$ cat config.mk
export PLATFORM = sky130hd
export DESIGN_NAME = gray_word_to_rgb_stream_flat
export DESIGN_NICKNAME = d
export VERILOG_FILES = /design/src/rtl/pixel_pkg.sv /design/src/rtl/gray_word_to_rgb_stream_if.sv /design/src/rtl/gray_colormap.sv /design/src/rtl/gray_word_to_rgb_stream.sv /design/src/flat_wrapper.sv
export SDC_FILE = /design/constraint.sdc
export NUM_CORES = 1
export LEC_CHECK = 0
export ABC_CLOCK_PERIOD_IN_PS = 2100
export CORE_MARGIN = 1.5
export CORE_UTILIZATION = 40
export CTS_CLUSTER_SIZE = 8
export DETAILED_ROUTE_END_ITERATION = 6
export PLACE_DENSITY = 0.65
export SLEW_MARGIN = 40
export SYNTH_ARGS = -nofsm -noshare
export SYNTH_HDL_FRONTEND = slang
export SYNTH_SLANG_ARGS = --single-unit
$ cat constraint.sdc
create_clock -name clk_i -period 2.1 [get_ports clk_i]
set_input_delay 0.315 -clock clk_i [delete_from_list [all_inputs] [get_ports clk_i]]
set_output_delay 0.315 -clock clk_i [all_outputs]
set_load 0.01 [all_outputs]
$ cat src/rtl/pixel_pkg.sv
// ---------------------------------------------------------------------------
// pixel_pkg
// Shared pixel-path types for the grayscale-word to RGB stream converter:
//   gray_t         8-bit grayscale sample
//   rgb_t          24-bit packed RGB pixel, R in [23:16], G in [15:8], B in [7:0]
//   color_mode_e   colour mapping applied to each grayscale sample
//   LANES_PER_WORD number of gray pixels packed in one 32-bit input word
// ---------------------------------------------------------------------------
package pixel_pkg;

  typedef logic [7:0] gray_t;

  typedef struct packed {
    logic [7:0] r;
    logic [7:0] g;
    logic [7:0] b;
  } rgb_t;

  typedef enum logic [1:0] {
    MODE_GRAY = 2'd0,
    MODE_INV  = 2'd1,
    MODE_HEAT = 2'd2
  } color_mode_e;

  localparam int LANES_PER_WORD = 4;

  // The raw 2-bit mode input has one spare code (3); it falls back to a
  // plain gray replicate so the datapath never sees an undefined mode.
  function automatic color_mode_e decode_mode(input logic [1:0] raw);
    color_mode_e mode;
    case (raw)
      2'd1:    mode = MODE_INV;
      2'd2:    mode = MODE_HEAT;
      default: mode = MODE_GRAY;
    endcase
    return mode;
  endfunction

endpackage

$ cat src/rtl/gray_word_to_rgb_stream_if.sv
// ---------------------------------------------------------------------------
// gray_word_to_rgb_stream_if
// Bundles the two stream ports of the converter.
//   Input word stream : s_data_i[31:0] (pixel 0 in [7:0]), s_user_i (start of
//                       frame), s_valid_i, s_ready_o
//   Output pixel stream: m_rgb_o (rgb_t), m_user_o (first pixel of frame),
//                       m_last_o (last pixel of line), m_valid_o, m_ready_i
// Modports:
//   slave  - the converter: sinks words, sources pixels
//   master - the environment: sources words, sinks pixels
// Signal names keep the converter-side _i/_o suffixes on both modports.
// ---------------------------------------------------------------------------
interface gray_word_to_rgb_stream_if;
  import pixel_pkg::*;

  logic [31:0] s_data_i;
  logic        s_user_i;
  logic        s_valid_i;
  logic        s_ready_o;

  rgb_t        m_rgb_o;
  logic        m_user_o;
  logic        m_last_o;
  logic        m_valid_o;
  logic        m_ready_i;

  modport slave (
    input  s_data_i, s_user_i, s_valid_i, m_ready_i,
    output s_ready_o, m_rgb_o, m_user_o, m_last_o, m_valid_o
  );

  modport master (
    output s_data_i, s_user_i, s_valid_i, m_ready_i,
    input  s_ready_o, m_rgb_o, m_user_o, m_last_o, m_valid_o
  );

endinterface

$ cat src/rtl/gray_colormap.sv
// ---------------------------------------------------------------------------
// gray_colormap
// Purely combinational colour mapping of one grayscale sample.
//   gray_i  gray sample
//   mode_i  MODE_GRAY -> (g,g,g), MODE_INV -> (~g,~g,~g),
//           MODE_HEAT -> two-segment false colour (only when COLOR_EN=1,
//           otherwise identical to MODE_GRAY)
//   rgb_o   mapped pixel
// ---------------------------------------------------------------------------
module gray_colormap
  import pixel_pkg::*;
#(
  parameter bit COLOR_EN = 1'b1
) (
  input  gray_t       gray_i,
  input  color_mode_e mode_i,
  output rgb_t        rgb_o
);

  // Heat ramp: the low seven bits, doubled, sweep each half of the range.
  // Lower half fades blue -> green, upper half fades green -> red.
  logic [7:0] ramp;

  always_comb begin
    ramp  = {gray_i[6:0], 1'b0};
    rgb_o = '{r: gray_i, g: gray_i, b: gray_i};
    case (mode_i)
      MODE_INV: begin
        rgb_o = '{r: ~gray_i, g: ~gray_i, b: ~gray_i};
      end
      MODE_HEAT: begin
        if (COLOR_EN) begin
          if (gray_i[7]) begin
            rgb_o = '{r: ramp, g: ~ramp, b: 8'h00};
          end else begin
            rgb_o = '{r: 8'h00, g: ramp, b: ~ramp};
          end
        end
      end
      default: begin
      end
    endcase
  end

endmodule

$ cat src/rtl/gray_word_to_rgb_stream.sv
// ---------------------------------------------------------------------------
// gray_word_to_rgb_stream
// Unpacks 32-bit words of four grayscale pixels into a stream of 24-bit RGB
// pixels, one pixel per output beat, and marks line ends / frame starts.
//   clk_i, rst_i  clock and synchronous active-high reset
//   mode_i        colour mode, sampled with each accepted word
//   sync_err_o    one-cycle pulse when a start-of-frame word lands mid-line
//   bus (slave)   s_* word input stream, m_* pixel output stream
// Parameters:
//   LINE_WIDTH    pixels per line; a multiple of 4, at least 4
//   COLOR_EN      1 enables the heat false-colour mode
// ---------------------------------------------------------------------------
module gray_word_to_rgb_stream
  import pixel_pkg::*;
#(
  parameter int LINE_WIDTH = 640,
  parameter bit COLOR_EN   = 1'b1
) (
  input  logic                       clk_i,
  input  logic                       rst_i,
  input  logic [1:0]                 mode_i,
  output logic                       sync_err_o,
  gray_word_to_rgb_stream_if.slave   bus
);

  localparam int              COL_W    = (LINE_WIDTH > 1) ? $clog2(LINE_WIDTH) : 1;
  localparam logic [COL_W-1:0] COL_LAST = COL_W'(LINE_WIDTH - 1);

  typedef enum logic {
    ST_EMPTY = 1'b0,
    ST_FULL  = 1'b1
  } state_e;

  state_e            state_q,    state_d;
  logic [31:0]       word_q,     word_d;
  logic              user_q,     user_d;
  color_mode_e       mode_q,     mode_d;
  logic [1:0]        lane_q,     lane_d;
  logic [COL_W-1:0]  col_q,      col_d;
  logic              sync_err_q, sync_err_d;
  logic              ready_en_q, ready_en_d;

  // Split the held word into its four pixel lanes.
  gray_t lane_px [LANES_PER_WORD];

  genvar gi;
  for (gi = 0; gi < LANES_PER_WORD; gi++) begin : g_lane
    assign lane_px[gi] = word_q[gi*8 +: 8];
  end

  rgb_t cur_rgb;

  gray_colormap #(
    .COLOR_EN (COLOR_EN)
  ) u_colormap (
    .gray_i (lane_px[lane_q]),
    .mode_i (mode_q),
    .rgb_o  (cur_rgb)
  );

  logic             full;
  logic             lane_last;
  logic             m_xfer;
  logic             s_ready;
  logic             s_xfer;
  logic [COL_W-1:0] col_inc;
  logic [COL_W-1:0] load_col;

  always_comb begin
    full      = (state_q == ST_FULL);
    lane_last = (lane_q == 2'd3);
    m_xfer    = full & bus.m_ready_i;
    // ready_en_q holds the input closed for the first cycle after reset.
    // In FULL the next word is taken only as the last lane leaves, so a
    // stalled output also stalls the input.
    s_ready   = ready_en_q &
                ((state_q == ST_EMPTY) | (full & lane_last & bus.m_ready_i));
    s_xfer    = bus.s_valid_i & s_ready;
    col_inc   = (col_q == COL_LAST) ? '0 : col_q + 1'b1;
    // Column the new word's lane 0 would occupy: when chaining from lane 3
    // the counter is advancing past that last pixel in the same edge.
    load_col  = full ? col_inc : col_q;
  end

  always_comb begin
    state_d    = state_q;
    word_d     = word_q;
    user_d     = user_q;
    mode_d     = mode_q;
    lane_d     = lane_q;
    col_d      = col_q;
    sync_err_d = 1'b0;
    ready_en_d = 1'b1;

    case (state_q)
      ST_EMPTY: begin
        if (s_xfer) begin
          state_d = ST_FULL;
        end
      end
      ST_FULL: begin
        if (m_xfer) begin
          col_d = col_inc;
          if (lane_last) begin
            lane_d = 2'd0;
            if (!s_xfer) begin
              state_d = ST_EMPTY;
            end
          end else begin
            lane_d = lane_q + 2'd1;
          end
        end
      end
      default: begin
        state_d = ST_EMPTY;
      end
    endcase

    // Word load is shared by the EMPTY accept and the back-to-back chain.
    if (s_xfer) begin
      word_d = bus.s_data_i;
      user_d = bus.s_user_i;
      mode_d = decode_mode(mode_i);
      lane_d = 2'd0;
      if (bus.s_user_i) begin
        col_d      = '0;
        sync_err_d = (load_col != '0);
      end
    end
  end

  always_ff @(posedge clk_i) begin
    if (rst_i) begin
      state_q    <= ST_EMPTY;
      word_q     <= '0;
      user_q     <= 1'b0;
      mode_q     <= MODE_GRAY;
      lane_q     <= 2'd0;
      col_q      <= '0;
      sync_err_q <= 1'b0;
      ready_en_q <= 1'b0;
    end else begin
      state_q    <= state_d;
      word_q     <= word_d;
      user_q     <= user_d;
      mode_q     <= mode_d;
      lane_q     <= lane_d;
      col_q      <= col_d;
      sync_err_q <= sync_err_d;
      ready_en_q <= ready_en_d;
    end
  end

  // Outputs are gated by FULL so nothing but zeros is visible while empty.
  assign bus.s_ready_o = s_ready;
  assign bus.m_valid_o = full;
  assign bus.m_rgb_o   = full ? cur_rgb : '0;
  assign bus.m_user_o  = full & user_q & (lane_q == 2'd0);
  assign bus.m_last_o  = full & (col_q == COL_LAST);
  assign sync_err_o    = sync_err_q;

endmodule

$ cat src/flat_wrapper.sv
// flat-port wrapper written by rule: the top's interface ports become plain ports
module gray_word_to_rgb_stream_flat import pixel_pkg::*;
#(
  parameter int LINE_WIDTH = 640,
  parameter bit COLOR_EN   = 1'b1
)
  (clk_i, rst_i, mode_i, sync_err_o, bus_s_data_i, bus_s_user_i, bus_s_valid_i, bus_m_ready_i, bus_s_ready_o, bus_m_rgb_o, bus_m_user_o, bus_m_last_o, bus_m_valid_o);
  gray_word_to_rgb_stream_if bus_i ();
  input  logic clk_i;
  input  logic rst_i;
  input  logic [1:0] mode_i;
  output logic sync_err_o;
  input wire logic [$bits(bus_i.s_data_i)-1:0] bus_s_data_i;
  input wire logic [$bits(bus_i.s_user_i)-1:0] bus_s_user_i;
  input wire logic [$bits(bus_i.s_valid_i)-1:0] bus_s_valid_i;
  input wire logic [$bits(bus_i.m_ready_i)-1:0] bus_m_ready_i;
  output wire logic [$bits(bus_i.s_ready_o)-1:0] bus_s_ready_o;
  output wire logic [$bits(bus_i.m_rgb_o)-1:0] bus_m_rgb_o;
  output wire logic [$bits(bus_i.m_user_o)-1:0] bus_m_user_o;
  output wire logic [$bits(bus_i.m_last_o)-1:0] bus_m_last_o;
  output wire logic [$bits(bus_i.m_valid_o)-1:0] bus_m_valid_o;
  assign bus_i.s_data_i = bus_s_data_i;
  assign bus_i.s_user_i = bus_s_user_i;
  assign bus_i.s_valid_i = bus_s_valid_i;
  assign bus_i.m_ready_i = bus_m_ready_i;
  assign bus_s_ready_o = bus_i.s_ready_o;
  assign bus_m_rgb_o = bus_i.m_rgb_o;
  assign bus_m_user_o = bus_i.m_user_o;
  assign bus_m_last_o = bus_i.m_last_o;
  assign bus_m_valid_o = bus_i.m_valid_o;
  gray_word_to_rgb_stream #(.LINE_WIDTH(LINE_WIDTH), .COLOR_EN(COLOR_EN)) u_core (.clk_i(clk_i), .rst_i(rst_i), .mode_i(mode_i), .sync_err_o(sync_err_o), .bus(bus_i));
endmodule
# Yosys cells after proc, flatten, opt, wreduce, memory -nomap -nowiden
# Index checks and enable logic that the tools add are counted.
# W data, S select, Z words.
[totals]
output_inout_bits = 29
input_bits = 39
wordCells = 56
register_bits = 50
[classes]
addsub = 2
reduce_logical = 5
muxes = 19
bitwise = 15
n_lt_le_gt_ge = 1
n_eq_ne = 6
[op_table]
columns = ["op", "count"]
rows = [
  ["$mux W10", 6],
  ["$mux W24", 2],
  ["$pmux W24 S2", 1],
  ["$bmux W8 S2", 1],
  ["$mux W8", 2],
  ["$not A8 Y8", 2],
  ["$add A10 B1 Y10 const B", 1],
  ["$eq A10 B10 Y1 const B", 1],
  ["$reduce_bool A10 Y1", 1],
  ["$and A1 B1 Y1", 8],
  ["$eq A2 B2 Y1 const B", 3],
  ["$eq A2 B1 Y1 const B", 2],
  ["$mux W1", 4],
  ["$pmux W2 S2", 1],
  ["$ge A3 B3 Y1 const B", 1],
  ["$not A1 Y1", 3],
  ["$not A2 Y3", 1],
  ["$reduce_or A3 Y1", 1],
  ["$add A2 B1 Y2 const B", 1],
  ["$logic_not A2 Y1", 1],
  ["$mux W2", 1],
  ["$pmux W1 S2", 1],
  ["$reduce_and A2 Y1", 1],
  ["$reduce_or A2 Y1", 1],
  ["$or A1 B1 Y1", 1],
]

# Depth between registers and ports, before layout
# Gate-level depths: netlist of the first run.
[logic_depth]
ltp_word = 10
ltp_mapped = 8

# Cells and area by module
# Synthesis of the first run repeated with hierarchy kept, for this count alone.
[hier_totals]
cells_unflattened = 403
hier_area_um2 = 3098.0
[by_module_without_submodules]
columns = ["mod", "cells_per_inst", "area_each_um2", "seq_area_each_um2", "instances"]
rows = [
  ["gray_word_to_rgb_stream", 308, 2472.4, 1001.0, 1],
  ["gray_colormap", 95, 625.6, 0.0, 1],
]

# Worst setup path before layout of the first run
# Ideal clock, no wire load.
[synth_timing]
path_type = "reg-to-output"
startpoint = "reg u_core.lane_q[1]"
endpoint = "out bus_m_rgb_o[11]"
t_arrival_ps = 1885
slack_ps = -100
path_stages_with_launch = 8
n_path_buf = 1
path_cell_list = "dfxtp_1 buf_6 mux4_2 inv_1 ha_1 a21oi_1 o21a_1 nor2_1"
[synth_between]
elab_chain_len = 8
elab_cells_between_ends = 9
cone_classes = "mux (6); bitwise (3)"
[synth_rtl]
columns = ["item", "line", "source"]
rows = [
  ["start: declaration", "gray_word_to_rgb_stream.sv:38", "logic [1:0] lane_q, lane_d;"],
  ["start signal: assignment", "gray_word_to_rgb_stream.sv:147", "lane_q <= lane_d;"],
  ["$not A2 Y3 (implied by the code) *", "gray_word_to_rgb_stream.sv:56", ".gray_i (lane_px[lane_q]),"],
  ["$bmux W8 S2 *", "gray_word_to_rgb_stream.sv:56", ""],
  ["$mux W8 (implied by the code) * (2 in a row)", "gray_word_to_rgb_stream.sv:56", ""],
  ["$not A8 Y8", "gray_colormap.sv:34", "rgb_o = '{r: ramp, g: ~ramp, b: 8'h00};"],
  ["$mux W24", "gray_colormap.sv:33", "if (gray_i[7]) begin"],
  ["$pmux W24 S2 *", "gray_colormap.sv:27", "case (mode_i)"],
  ["$mux W24 *", "gray_word_to_rgb_stream.sv:157", "assign bus.m_rgb_o = full ? cur_rgb : '0;"],
  ["end: declaration", "flat_wrapper.sv:18", "output wire logic [$bits(bus_i.m_rgb_o)-1:0] bus_m_rgb_o;"],
]
# Every way passes the cells marked *; elsewhere a longest branch is shown, timed or not. The select of a mux whose other input is x is not followed.

# Worst setup path after layout of the first run
[layout_timing]
startpoint = "reg u_core.lane_q[1]"
endpoint = "out bus_m_rgb_o[12]"
# The elaborated chain is that of the path after synthesis.

==> results of run 1 <==
[stage by stage]
stage	utilization	cells	TNS, ns
final	0.583	584	-7.53
after detailed placement	0.538	563	-8.76
after global placement	0.538	563	-8.29
after floorplan	-	398	0
after CTS	0.570	581	-7.34
after global routing	0.583	584	-10.09
[state kept, by name, summed over array words and instances, names as in the netlist]
name / count
u_core.bus.m_valid_o: 1
u_core.col_q: 10
u_core.lane_q: 2
u_core.mode_q: 2
u_core.ready_en_q: 1
u_core.sync_err_o: 1
u_core.user_q: 1
u_core.word_q: 32
[repair_timing]
action | 4_1_cts | 5_1_grt
pin swaps | 18 | 19
setup buffers | 10 | 3
endpoints found under the setup margin | 27 | 26
gates resized for setup | 140 | 18
[power breakdown]
| part | internal (uW) | leakage [uW] | total, uW | switching, uW |
|---|---|---|---|---|
| logic | 221 | 0.00116 | 433 | 212 |
| clock network | 250 | 0.0000506 | 611 | 362 |
| registers | 983 | 0.000408 | 1000 | 21.3 |
[critical path, delay by kind of cell, from the launching register on]
kind,cells,cell delay (ns)
DFF,1,0.36
and+or+nand+nor,1,0.04
adders and majority gates,1,0.24
AOI/OAI and AO/OA,2,0.28
muxes,1,0.56
buffers and inverters,3,0.38
[area by class of cell]
class	instances	share of cell area
multi-input combinational	307	0.483
clock inverter	3	0.00670
sequential	50	0.234
inverter	14	0.0152
timing repair buffer	106	0.216
clock buffer	5	0.0160
tap	99	0.0289
[worst paths after layout]
check                                start                         end  slack (ns)  depth (start not counted)
max          u_core.lane_q[1]$_SDFFE_PP0P_             bus_m_rgb_o[12]       -0.38                          8
min             u_core.user_q$_SDFFE_PP0P_  u_core.user_q$_SDFFE_PP0P_        0.45                          2
max reg2reg  u_core.lane_q[1]$_SDFFE_PP0P_  u_core.col_q[9]$_SDFF_PP0_        0.14                          9
min reg2reg     u_core.user_q$_SDFFE_PP0P_  u_core.user_q$_SDFFE_PP0P_        0.45                          2
[cells by family after synthesis]
kind of cell               after synthesis  share of synthesized area
AOI/OAI and AO/OA                      105                      0.200
muxes                                   11                     0.0676
xor gates and xnor gates                 8                     0.0225
adders and majority gates               19                     0.0765
buffers and inverters                   41                     0.0688
and+or+nand+nor                        164                      0.243
DFF                                     50                      0.322
[routing by layer]
metal / track usage / wire (um) / vias to the layer above
li1: - / - / 1518
met1: 0.254 / 3770 / 1397
met2: 0.325 / 3750 / 65
met3: 0.0377 / 313 / 8
met4: 0.0586 / 91 / 0
met5: 0 / 0 / -
[placed cells by master (no fill, tap or decap), types with 4 or more instances in the layout]
cell type	netlist	final
buf_6	3	10
dfxtp_1	50	48
and3_1	4	4
buf_4	1	26
buf_2	11	21
o21a_1	24	24
ha_1	19	8
clkbuf_8	2	5
a21oi_1	64	49
inv_1	13	6
mux4_2	8	8
ha_4	0	7
xor2_1	5	5
a21oi_2	0	15
nor2_1	40	40
nor3_1	5	5
clkdlybuf4s50_1	0	40
o21ai_0	6	6
ha_2	0	4
inv_2	0	6
nor2b_4	3	7
nand3_1	7	7
nand2_1	87	85
==> impl_metrics.csv, run 1 <==
group,metric,value,unit
global_route,grt_pass1_wl,13300,um
final_layout,drive_gt1_frac,0.270,
die,initial_core_util,0.422,
min_path,min_path_type,"reg -> reg",
synth,yosys_warnings,0,
synth,syn_inst,398,
global_route,grt_start_max_net_pins,37,
clocking,root_buffer,"clkbuf_8",
die,num_io_pins,68,
place,gp_congestion,0.794,
die,fp.dieH,91.1,um
synth,yosysSeqAreaShare,0.322,
drt,finalWirelength,7930,um
timing,setup_ws,-0.384,ns
final_layout,seq_area,1010,sq um
timing,max-slew-margin-rel,0.744,
worst_setup_path,end_kind,"output port",
place,pre_cts_slack,-0.418,ns
synth,synth.most_common_cell,"nand2_1",
final_layout,fin_area,4290,sq um
synth,yosysTopAreaCellShare,0.322,
drt,wire_per_inst,13.6,um
synth,syn_area_per_cell,7.81,sq um
timing,hold_viol,0,
synth,synth_common_cells,"nand2_1 (87), a21oi_1 (64), dfxtp_1 (50)",
timing,rsz0062_at_grt,"yes",
drt,ant_nets,0,
clocking,numCtsBuffers,5,
global_route,grt_pass1_vias,2903,
clocking,cts_buffer_depth,2,
worst_setup_path,critical_path_class,"reg -> out",
final_layout,multi_input_area,2070,sq um
clocking,clock-sinks,50,
worst_setup_path,cp.required,1.78,ns
synth,synth_edf_count,0,
worst_setup_path,critPathSlowestCell,"mux4_2",
final_layout,nets,542,
timing,worstMarginPinSlew,0.384,ns
timing,min_period,2.48,ns
run_status,status,"complete, but fails checks",
die,core_area,7370,sq um
timing,final_max_slew_viol_count,0,
synth,synthArstFlopShare,0,
die,die_w,91.1,um
timing,finClkSkew,0.00930,ns
timing,fmax,0.403,GHz
drt,drc_errors,0,
synth,synth_flop_cell,"dfxtp_1",
timing,holdWs,0.454,ns
job,maxCapViolCount,0,
die,dieArea,8310,sq um
drt,num_vias,2988,
worst_setup_path,max_stage_delay,0.56,ns
timing,finalSetupViolCount,24,
synth,synth_fp_nets,456,
power,p_leak,0.00162,uW
clocking,h-tree-depth,2,
global_route,antenna_found_initial,0,
worst_setup_path,crit_arrival,2.17,ns
final_layout,fillCellCount,675,
worst_setup_path,start_kind,"register",
global_route,gr-usage-all-layers,0.195,
power,power,2050,uW
power,power.density,477,nW/um^2
place,dpl_cell_area,3960,sq um
global_route,grt-ovfl-total,0,
synth,synth_cell_type_count,42,
clocking,cts_tree,"done",
synth,yosysTopAreaCell,"dfxtp_1",
power,peakVddDrop,0.000284,V
drt,drt_iter0_drc,111,
run_status,violations,"negative setup slack",
clocking,clk_latency,0.31,ns
place,portBuffers,67,
worst_setup_path,path_cells,"mux4_2, buf_6, clkinv_8, ha_1, a21oi_1, o21a_1, nor2_1, buf_2",
die,rows,31,
timing,finalCritPeriodShare,1.18,
synth,synth_seq_cells,50,
drt,first_pass_iters,4,
worst_setup_path,crit_fanout,8,
drt,avgViaCountPerCell,5.12,
synth,synth_area,3110,sq um
place,dp_hpwl,5550,um
final_layout,areaGrowthSynthToFinish,38.1,%
synth,ys_top_cells_by_area,"dfxtp_1 (32%), nand2_1 (11%), a21oi_1 (10%), ha_1 (7.6%), mux4_2 (5.8%)",
clocking,clk_pin_slew_worst_paths,0.09,ns
final_layout,num_antenna_cells,0,
clocking,cts_hold_buffers,0,
Power figures use the tool's default switching activity.
==> inputs of run 2 (changes only) <==
--- a/config.mk
+++ b/config.mk
@@ -6,11 +6,12 @@
 export NUM_CORES = 1
 export LEC_CHECK = 0
 export ABC_CLOCK_PERIOD_IN_PS = 2100
-export CORE_MARGIN = 1.5
+export CORE_MARGIN = 2
 export CORE_UTILIZATION = 40
 export CTS_CLUSTER_SIZE = 8
 export DETAILED_ROUTE_END_ITERATION = 6
 export PLACE_DENSITY = 0.65
+export RECOVER_POWER = 100
 export SLEW_MARGIN = 40
 export SYNTH_ARGS = -nofsm -noshare
 export SYNTH_HDL_FRONTEND = slang
==> impl_metrics.csv, run 2 (synthesized netlist as in run 1, its figures left out) <==
group,metric,value,unit
drt,avgViaCountPerCell,5.10,
timing,max-slew-margin-rel,0.467,
drt,finalWirelength,7790,um
timing,fin_setup_tns,-7.47,ns
die,fp.dieH,92.1,um
worst_setup_path,critical_path_class,"reg -> out",
clocking,clock-sinks,50,
drt,wl_met1,3840,um
place,portBuffers,67,
die,core_area,7610,sq um
worst_setup_path,r2r_cells,10,
die,initial_core_util,0.409,
final_layout,top_register,"u_core.word_q",
clocking,root_buffer,"clkbuf_8",
final_layout,largest_register_ffs,32,
final_layout,nets,538,
place,dp_hpwl,5570,um
drt,ant_nets,0,
timing,finalSetupViolCount,24,
final_layout,drive_gt1_frac,0.239,
power,pwr-share-comb,0.199,
final_layout,areaGrowthSynthToFinish,36.0,%
timing,min_period,2.48,ns
final_layout,num_antenna_cells,0,
worst_setup_path,critPathSlowestCell,"mux4_2",
global_route,grt_pass1_vias,2669,
place,dpl.cell_count,565,
power,power.density,494,nW/um^2
worst_setup_path,path_cells,"buf_6, mux4_2, buf_6, nor2b_4, buf_6, a21oi_2, o21a_1, nor2_1, buf_2",
worst_setup_path,regToRegSetupSlack,0.06,ns
power,clock_power_share,0.322,
die,die_w,92.1,um
timing,fmax,0.403,GHz
timing,finClkSkew,0.00600,ns
min_path,worstHoldStart,"u_core.user_q$_SDFFE_PP0P_",
worst_setup_path,start_kind,"register",
worst_setup_path,crit_arrival,2.17,ns
final_layout,layout_common_cells,"nand2_1 (87), a21oi_1 (50), dfxtp_1 (49), nor2_1 (39), clkdlybuf4s50_1 (38)",
worst_setup_path,cp.required,1.78,ns
drt,num_vias,2972,
clocking,h-tree-depth,2,
die,dieArea,8490,sq um
min_path,min_path_cells,2,
power,internal_power,1540,uW
clocking,clk_pin_slew_worst_paths,0.09,ns
job,maxCapViolCount,0,
drt,drc_errors,0,
die,num_io_pins,68,
worst_setup_path,r2r-start,"u_core.lane_q[0]$_SDFFE_PP0P_",
drt,highest_layer,"met4",
power,p_leak,0.00159,uW
drt,first_pass_iters,4,
place,gp_congestion,0.845,
drt,wl_met2,3530,um
clocking,clk_latency,0.30,ns
final_layout,fillCellCount,727,
global_route,grt_start_max_net_pins,41,
timing,hold_viol,0,
global_route,grt_pass1_wl,12700,um
worst_setup_path,crit_top_cell,"buf_6",
power,peakVddDrop,0.000299,V
timing,setup_ws,-0.383,ns
global_route,grt-ovfl-total,0,
worst_setup_path,reg2reg_to,"u_core.word_q[8]$_SDFFE_PP0P_",
drt,wire_per_inst,13.4,um
drt,drt_iter0_drc,153,
worst_setup_path,crit_fanout,4,
timing,rsz0062_at_grt,"yes",
final_layout,fin_cells,583,
worst_setup_path,max_stage_delay,0.57,ns
final_layout,final_common_cell,"nand2_1",
final_layout,top_regs,"u_core.word_q: 32 flops, u_core.col_q: 10 flops",
drt,met3_wirelength,354,um
global_route,gr-usage-all-layers,0.183,
power,sw_frac_of_total,0.261,
min_path,min_path_type,"reg -> reg",
timing,final_max_slew_viol_count,0,
power,power_switching,544,uW
global_route,antenna_found_initial,0,
run_status,status,"complete, but fails checks",
clocking,cts_buffer_depth,2,
clocking,numCtsBuffers,5,
timing,finalCritPeriodShare,1.18,
die,rows,32,
clocking,cts_tree,"done",
timing,worstMarginPinSlew,0.800,ns
min_path,hold_end,"u_core.user_q$_SDFFE_PP0P_",
worst_setup_path,end_kind,"output port",
run_status,violations,"negative setup slack",
power,p_seq_frac,0.479,
[run 2: changes by cell type in the layout (fill, tap and decap cells not counted), moves of 2 or more]
cell             previous run  this run
buf_4                      26        16
nand2_1                    85        87
buf_2                      21        23
nand2_2                     2         0
clkdlybuf4s15_2             3         1
clkdlybuf4s50_1            40        38
buf_6                      10        13
clkbuf_1                    0         4
dlygate4sd2_1               1         3
ha_1                        8        10
dlygate4sd3_1               0         2
[run 2: timing repair]
item / in CTS / in global routing
setup buffers: 7 / 4
pin swaps: 16 / 18
hold buffers: 0 / 0
setup endpoints to repair: 27 / 24
gates resized for setup: 135 / 21
[run 2: layer usage]
layer	vias to the layer above	global-route usage
met5	-	0
met4	0	0.0473
met3	8	0.0345
met2	84	0.289
met1	1366	0.258
li1	1514	-
[run 2: stage by stage]
stage | util | hold WS, ns | power [uW] | setup slack (ns) | instance area [sq um]
after CTS | 0.542 | 0.457 | 2090 | -0.359 | 4120
after global routing | 0.556 | 0.472 | 2190 | -0.488 | 4230
after detailed placement | 0.519 | 0.444 | 1400 | -0.432 | 3950
final | 0.556 | 0.455 | 2090 | -0.383 | 4230
after floorplan | - | 0.432 | 1240 | 0.000280 | 3110
after global placement | 0.519 | 0.438 | 1390 | -0.394 | 3950
[run 2: final cells by class]
class,count,area [sq um],share of cell area
Sequential cell,50,1000,0.238
Multi-Input combinational cell,307,2060,0.487
Inverter,14,65.1,0.0154
Timing Repair Buffer,102,863,0.204
Tap cell,102,128,0.0302
Clock buffer,6,72.6,0.0172
Clock inverter,2,37.5,0.00888
[run 2: how the worst max path moves through the flow]
stage | startpoint | endpoint
final | u_core.lane_q[1]$_SDFFE_PP0P_ | bus_m_rgb_o[13]
after global routing | u_core.lane_q[1]$_SDFFE_PP0P_ | bus_m_rgb_o[13]
after detailed placement | u_core.lane_q[1]$_SDFFE_PP0P_ | bus_m_rgb_o[13]
after global placement | u_core.lane_q[1]$_SDFFE_PP0P_ | bus_m_rgb_o[12]
after CTS | u_core.lane_q[1]$_SDFFE_PP0P_ | bus_m_rgb_o[15]
after floorplan | u_core.lane_q[1]$_SDFFE_PP0P_ | bus_m_rgb_o[11]
[run 2: power groups by stage]
stage               Sequential [uW]  Clock, uW  Combinational (uW)
detailed placement             1020          0                 375
floorplan                      1020          0                 218
CTS                            1000        693                 396
finish                         1000        673                 416
global placement               1020          0                 369
global route                   1010        725                 455
[run 2: critical path, delay by kind of cell, from the launching register on]
family | cells | cell delay, ns
AO/OA/AOI/OAI | 2 | 0.19
buffers and inverters | 4 | 0.52
flip-flops | 1 | 0.38
multiplexers | 1 | 0.57
AND/OR/NAND/NOR | 2 | 0.20
